===== config.mk =====
export PLATFORM = sky130hd
export DESIGN_NAME = logic_gate_pipe
export DESIGN_NICKNAME = d
export VERILOG_FILES = /design/src/rtl/logic_gate_pkg.sv /design/src/rtl/logic_gate_fn.sv /design/src/rtl/logic_gate_pipe.sv
export SDC_FILE = /design/constraint.sdc
export NUM_CORES = 1
export LEC_CHECK = 0
export ABC_AREA = 1
export CAP_MARGIN = 0
export CORE_MARGIN = 2
export CORE_UTILIZATION = 50
export DETAILED_ROUTE_END_ITERATION = 6
export GPL_ROUTABILITY_DRIVEN = 1
export GPL_TIMING_DRIVEN = 0
export PLACE_DENSITY = 0.83
export SLEW_MARGIN = 20
export SYNTH_ARGS = -nofsm -noshare
export SYNTH_HDL_FRONTEND = slang
export SYNTH_SLANG_ARGS = --single-unit

===== constraint.sdc =====
create_clock -name clk -period 2.3 [get_ports clk]
set_input_delay 0.46 -clock clk [delete_from_list [all_inputs] [get_ports clk]]
set_output_delay 0.46 -clock clk [all_outputs]
set_load 0.05 [all_outputs]

===== src/rtl/logic_gate_pkg.sv =====
// Shared opcode encoding for the bitwise gate pipeline.
package logic_gate_pkg;

    localparam int OPW = 3;

    localparam logic [OPW-1:0] OP_AND     = 3'd0;
    localparam logic [OPW-1:0] OP_OR      = 3'd1;
    localparam logic [OPW-1:0] OP_NOTB    = 3'd2;
    localparam logic [OPW-1:0] OP_NAND    = 3'd3;
    localparam logic [OPW-1:0] OP_NOR     = 3'd4;
    localparam logic [OPW-1:0] OP_XOR     = 3'd5;
    localparam logic [OPW-1:0] OP_XNOR    = 3'd6;
    localparam logic [OPW-1:0] OP_ILLEGAL = 3'd7;

endpackage


===== src/rtl/logic_gate_fn.sv =====
// Combinational bitwise function unit with result flags.
// An illegal opcode yields a zero result with the error flag set.
module logic_gate_fn
    import logic_gate_pkg::*;
#(
    parameter int W = 8
) (
    input  logic [W-1:0]   a,
    input  logic [W-1:0]   b,
    input  logic [OPW-1:0] op,
    output logic [W-1:0]   y,
    output logic           zero,
    output logic           ones,
    output logic           par,
    output logic           err
);

    // Select the function, then derive flags from that same result.
    always_comb begin
        // NOTE: every output gets a default first so no path through the case infers a latch.
        y   = '0;
        err = 1'b0;
        case (op)
            OP_AND:  y = a & b;
            OP_OR:   y = a | b;
            OP_NOTB: y = ~b;
            OP_NAND: y = ~(a & b);
            OP_NOR:  y = ~(a | b);
            OP_XOR:  y = a ^ b;
            OP_XNOR: y = ~(a ^ b);
            default: err = 1'b1;
        endcase
        zero = (y == '0);
        ones = &y;
        par  = ^y;
    end

endmodule


===== src/rtl/logic_gate_pipe.sv =====
// Two-stage valid/ready pipeline around logic_gate_fn.
// S1 captures operands, S2 holds the computed result and flags.
// in_ready depends combinationally on out_ready so a full pipe can
// still accept when the consumer drains in the same cycle.
module logic_gate_pipe
    import logic_gate_pkg::*;
#(
    parameter int W  = 8,
    parameter int CW = 8
) (
    input  logic           clk,
    input  logic           rst,
    input  logic           in_valid,
    output logic           in_ready,
    input  logic [W-1:0]   in_a,
    input  logic [W-1:0]   in_b,
    input  logic [OPW-1:0] in_op,
    output logic           out_valid,
    input  logic           out_ready,
    output logic [W-1:0]   out_y,
    output logic           out_zero,
    output logic           out_ones,
    output logic           out_par,
    output logic           out_err,
    output logic [CW-1:0]  err_cnt
);

    logic           s1_valid;
    logic [W-1:0]   s1_a;
    logic [W-1:0]   s1_b;
    logic [OPW-1:0] s1_op;
    logic           s2_valid;

    logic           s1_load;
    logic           s2_load;

    logic [W-1:0]   fn_y;
    logic           fn_zero;
    logic           fn_ones;
    logic           fn_par;
    logic           fn_err;

    assign s2_load   = s1_valid && (!s2_valid || out_ready);
    assign in_ready  = !s1_valid || s2_load;
    assign s1_load   = in_valid && in_ready;
    assign out_valid = s2_valid;

    logic_gate_fn #(.W(W)) u_fn (
        .a    (s1_a),
        .b    (s1_b),
        .op   (s1_op),
        .y    (fn_y),
        .zero (fn_zero),
        .ones (fn_ones),
        .par  (fn_par),
        .err  (fn_err)
    );

    // S1 occupancy: fill on accept, empty when moved on without refill.
    always_ff @(posedge clk or posedge rst) begin
        // NOTE: state registers use non-blocking assignments so every flop samples pre-edge values.
        if (rst) begin
            s1_valid <= 1'b0;
        end else if (s1_load) begin
            s1_valid <= 1'b1;
        end else if (s2_load) begin
            s1_valid <= 1'b0;
        end
    end

    // S1 operand capture on acceptance.
    always_ff @(posedge clk) begin
        // NOTE: operand registers carry no reset; s1_valid qualifies them, which keeps the datapath lean.
        if (s1_load) begin
            s1_a  <= in_a;
            s1_b  <= in_b;
            s1_op <= in_op;
        end
    end

    // S2 result register: load from S1, clear valid once drained.
    always_ff @(posedge clk or posedge rst) begin
        if (rst) begin
            s2_valid <= 1'b0;
            out_y    <= '0;
            out_zero <= 1'b0;
            out_ones <= 1'b0;
            out_par  <= 1'b0;
            out_err  <= 1'b0;
        end else if (s2_load) begin
            s2_valid <= 1'b1;
            out_y    <= fn_y;
            out_zero <= fn_zero;
            out_ones <= fn_ones;
            out_par  <= fn_par;
            out_err  <= fn_err;
        end else if (out_ready) begin
            s2_valid <= 1'b0;
        end
    end

    // Saturating count of accepted illegal opcodes.
    always_ff @(posedge clk or posedge rst) begin
        if (rst) begin
            err_cnt <= '0;
        end else if (s1_load && (in_op == OP_ILLEGAL) && (err_cnt != {CW{1'b1}})) begin
            err_cnt <= err_cnt + CW'(1);
        end
    end

endmodule


==> out/qor.csv <==
stage;metric;value;unit
synth;Syn Area/Cell;7.78;µm²
drt;DR vias/cell;5.06;
timing;fmax;0.451;GHz
cells_and_area;fin cells;459;
synth;Seq/Total Area, Yosys;43.7;%
pwr;Internal;1.62;mW
cells_and_area;commonest non-fill, non-tap cell in the layout;nand2_1;
timing;Setup violations, final;0;
placed_design;routability cong.;0.870;
synth;Post-Synth Adder-Cell Area;12.2;%
critical_path;worst flop-to-flop path startpoint;s1_op[1];
timing;WHS;0.484;ns
synth;post-synthesis compound-gate area fraction;2.05;%
timing;Slew HR;46.4;%
status;status;complete, no violations;
drt;DR vias;2321;
synth;mux contribution to synthesized area;0;%
global_route;first-pass GRT wire length;9.20;mm
clock_tree;CTS Buf Count;5;
placed_design;PortBufs;44;
synth;Synth Warn #;0;
drt;drt pass-1 iters;5;
global_route;number of global-route vias before repair;2056;
drt;WL final;5.78;mm
drt;Met1 Wirelength;2.45;mm
cells_and_area;Reg area;1120;µm²
clock_tree;CTS tree;built;
synth;main combinational cell family by area after synthesis;simple AND/OR/NAND/NOR gates;
placed_design;hpwl dp;3.95;mm
global_route;antenna violations before repair;0;
pwr;combinational power share;42.3;%
timing;Fin. Hold Viols;0;
cells_and_area;layout cells sized above 1;7.97;%
floorplanning;die area;5720;µm²
run;max_cap viols;0;
drt;WL met2;2.75;mm
global_route;largest net degree at the start of global routing;23;
placed_design;DP Worst Slack;-0.103;ns
synth;post-synthesis xor/xnor area fraction;2.39;%
cells_and_area;Area growth syn-to-layout;28.9;%
cells_and_area;fin nets;436;
clock_tree;Longest Clk Path Bufs;2;
timing;clock skew;0.00694;ns
hold_path;Hold Path Class;register to register;
synth;cell area after synthesis;2570;µm²
floorplanning;IO Count;45;
timing;worst slew pin tran;0.802;ns
critical_path;flop2flop setup slack;0.08;ns
drt;Post-DRT Antenna Nets;0;
timing;Final Critical Period;2.22;ns
hold_path;beginning of the worst hold path;out_y[0];
critical_path;CP arrival;2.46;ns
cells_and_area;Fill cells;405;
synth;largest cells by area after synthesis;edfxtp_1 (22%), dfrtp_1 (21%), nand2_1 (15%);
pwr;register share of total power;37.0;%
drt;met3 WL;385;µm
clock_tree;worst skew pair latency;0.30;ns
clock_tree;Worst-path clk slew;0.08;ns
synth;syn nets;378;
critical_path;Setup crit start kind;register;
timing;setup slack after layout;0.0847;ns
cells_and_area;multi-input logic area;1230;µm²
hold_path;Cells on Worst Hold Path;2;
drt;DRC Markers;0;
synth;largest area contributor in the netlist;edfxtp_1;
placed_design;Placed Instances;444;
critical_path;Crit Path Max Fanout;10;
floorplanning;DIE WIDTH;75.7;µm
synth;count of cell types in the netlist;21;
drt;DRT iter0 DRCs;171;
timing;Slew Viols, Final;0;
global_route;gr usage total;21.5;%
critical_path;crit path capture type;register;
drt;DR WL/cell;12.6;µm
critical_path;critical path class;register to register;
clock_tree;CTS Hold Bufs;0;
pwr;Total Power;2.72;mW
pwr;peak supply drop;0.809;mV
floorplanning;starting density of the core;50.9;%
critical_path;R2R Path End;out_par;
synth;simple-gate share of the synthesized area;29.7;%
pwr;LEAKAGE;1.70;nW
cells_and_area;most frequent cells in the layout;nand2_1 (100), inv_1 (54), clkdlybuf4s50_1 (43);
pwr;Clock power frac;20.7;%
critical_path;r2r worst-path depth;12;
pwr;Net Sw Frac;40.4;%
hold_path;Hold EP;out_y[0];
floorplanning;Die Height;75.7;µm
pwr;PwrDens;822;nW/µm²
cells_and_area;ant diodes;0;
floorplanning;core area;5040;µm²
clock_tree;clock sinks;41;
synth;Yosys reg bits;41;
global_route;total congestion overflow;0;
clock_tree;CTS H-Tree Depth;2;
drt;Top Metal Used;met4;
synth;Mapped Cells;330;
pwr;sw power;1.10;mW
floorplanning;Rows;26;
synth;post-synth top area share;22.2;%
critical_path;Req. time, crit path;2.54;ns
timing;period utilisation layout;96.3;%
clock_tree;Root Buffer;clkbuf_8;
[what timing repair did]
action / CTS / global route
endpoints found under the setup margin: 2 / 1
setup buffers: 0 / 8
gates resized for setup: 2 / 15
pin swaps: 0 / 5
[worst max path at each step]
stage | start | endpoint | cells past startpoint | slack (ns)
global route | s1_op[1] | out_par | 13 | -0.04
CTS | s1_op[0] | out_par | 13 | 0.02
detailed placement | out_ready | in_ready | 4 | -0.10
floorplan | out_valid | s1_a[0] | 3 | 0.25
finish | s1_op[1] | out_par | 12 | 0.08
global placement | out_ready | in_ready | 4 | -0.10
[through the flow]
| stage | util [%] | cell area, µm² | TNS (ns) |
|---|---|---|---|
| 3_3_place_gp | 61.4 | 3100 | -0.104 |
| 3_5_place_dp | 61.4 | 3100 | -0.134 |
| 5_1_grt | 65.6 | 3310 | -0.0404 |
| 2_1_floorplan | - | 2570 | 0 |
| 6_report | 65.6 | 3310 | 0 |
| 4_1_cts | 63.7 | 3210 | 0 |
[flip-flops by register name (all words and copies together), names as in the netlist]
register and flops:
s1_b 8, out_err 1, out_par 1, s1_a 8, err_cnt 8, out_ones 1, s1_op 3, s1_valid 1
out_zero 1, out_y 8, out_valid 1
[Yosys cell counts (all sizes together)]
| cell type | count |
|---|---|
| edfxtp | 19 |
| nor3 | 2 |
| clkbuf | 3 |
| o31ai | 1 |
| dfrtp | 22 |
| nor2 | 30 |
| nand2 | 104 |
| inv | 55 |
| ha | 25 |
| o21ai | 6 |
| nand3b | 1 |
| buf | 6 |
| nand3 | 37 |
| nand4 | 8 |
| xor2 | 4 |
| clkinv | 1 |
| xnor2 | 3 |
| a21oi | 3 |
[critical path, stage by stage, from the launching register on]
cell and delay, ns:
edfxtp_1 0.56, nor2_4 0.25, buf_6 0.17, nand3_1 0.09
nand2_1 0.11, nor2_1 0.05, nand2_2 0.10, inv_1 0.05
ha_1 0.30, xnor2_2 0.18, xnor2_1 0.15, nand2_1 0.08
nand2_1 0.06
[layer usage]
metal / GRT usage (%) / vias up
li1: - / 1151
met1: 28.1 / 1044
met2: 34.4 / 104
met3: 5.16 / 22
met4: 8.97 / 0
met5: 0 / -
[final cells by class]
cell class / instances / area share, %
Inverter: 56 / 6.43
Sequential cell: 41 / 33.9
Multi-Input combinational cell: 224 / 37.1
Clock buffer: 8 / 3.36
Timing Repair Buffer: 51 / 14.9
Tap cell: 70 / 2.65
Buffer: 9 / 1.74
[logic make-up after synthesis]
kind of cell,Yosys count
fa+ha+maj,25
flops,41
simple gates,182
compound gates,10
xor+xnor,7
buf+inv,65
[power groups by stage]
| stage | Clock (mW) | Sequential [mW] | Combinational (mW) |
|---|---|---|---|
| 2_1_floorplan | 0 | 1.35 | 0.413 |
| 3_3_place_gp | 0 | 1.02 | 1.07 |
| 3_5_place_dp | 0 | 1.02 | 1.10 |
| 4_1_cts | 0.578 | 1.01 | 1.10 |
| 5_1_grt | 0.607 | 1.02 | 1.24 |
| 6_report | 0.563 | 1.01 | 1.15 |
No activity file was read; power rests on OpenSTA's default activity.
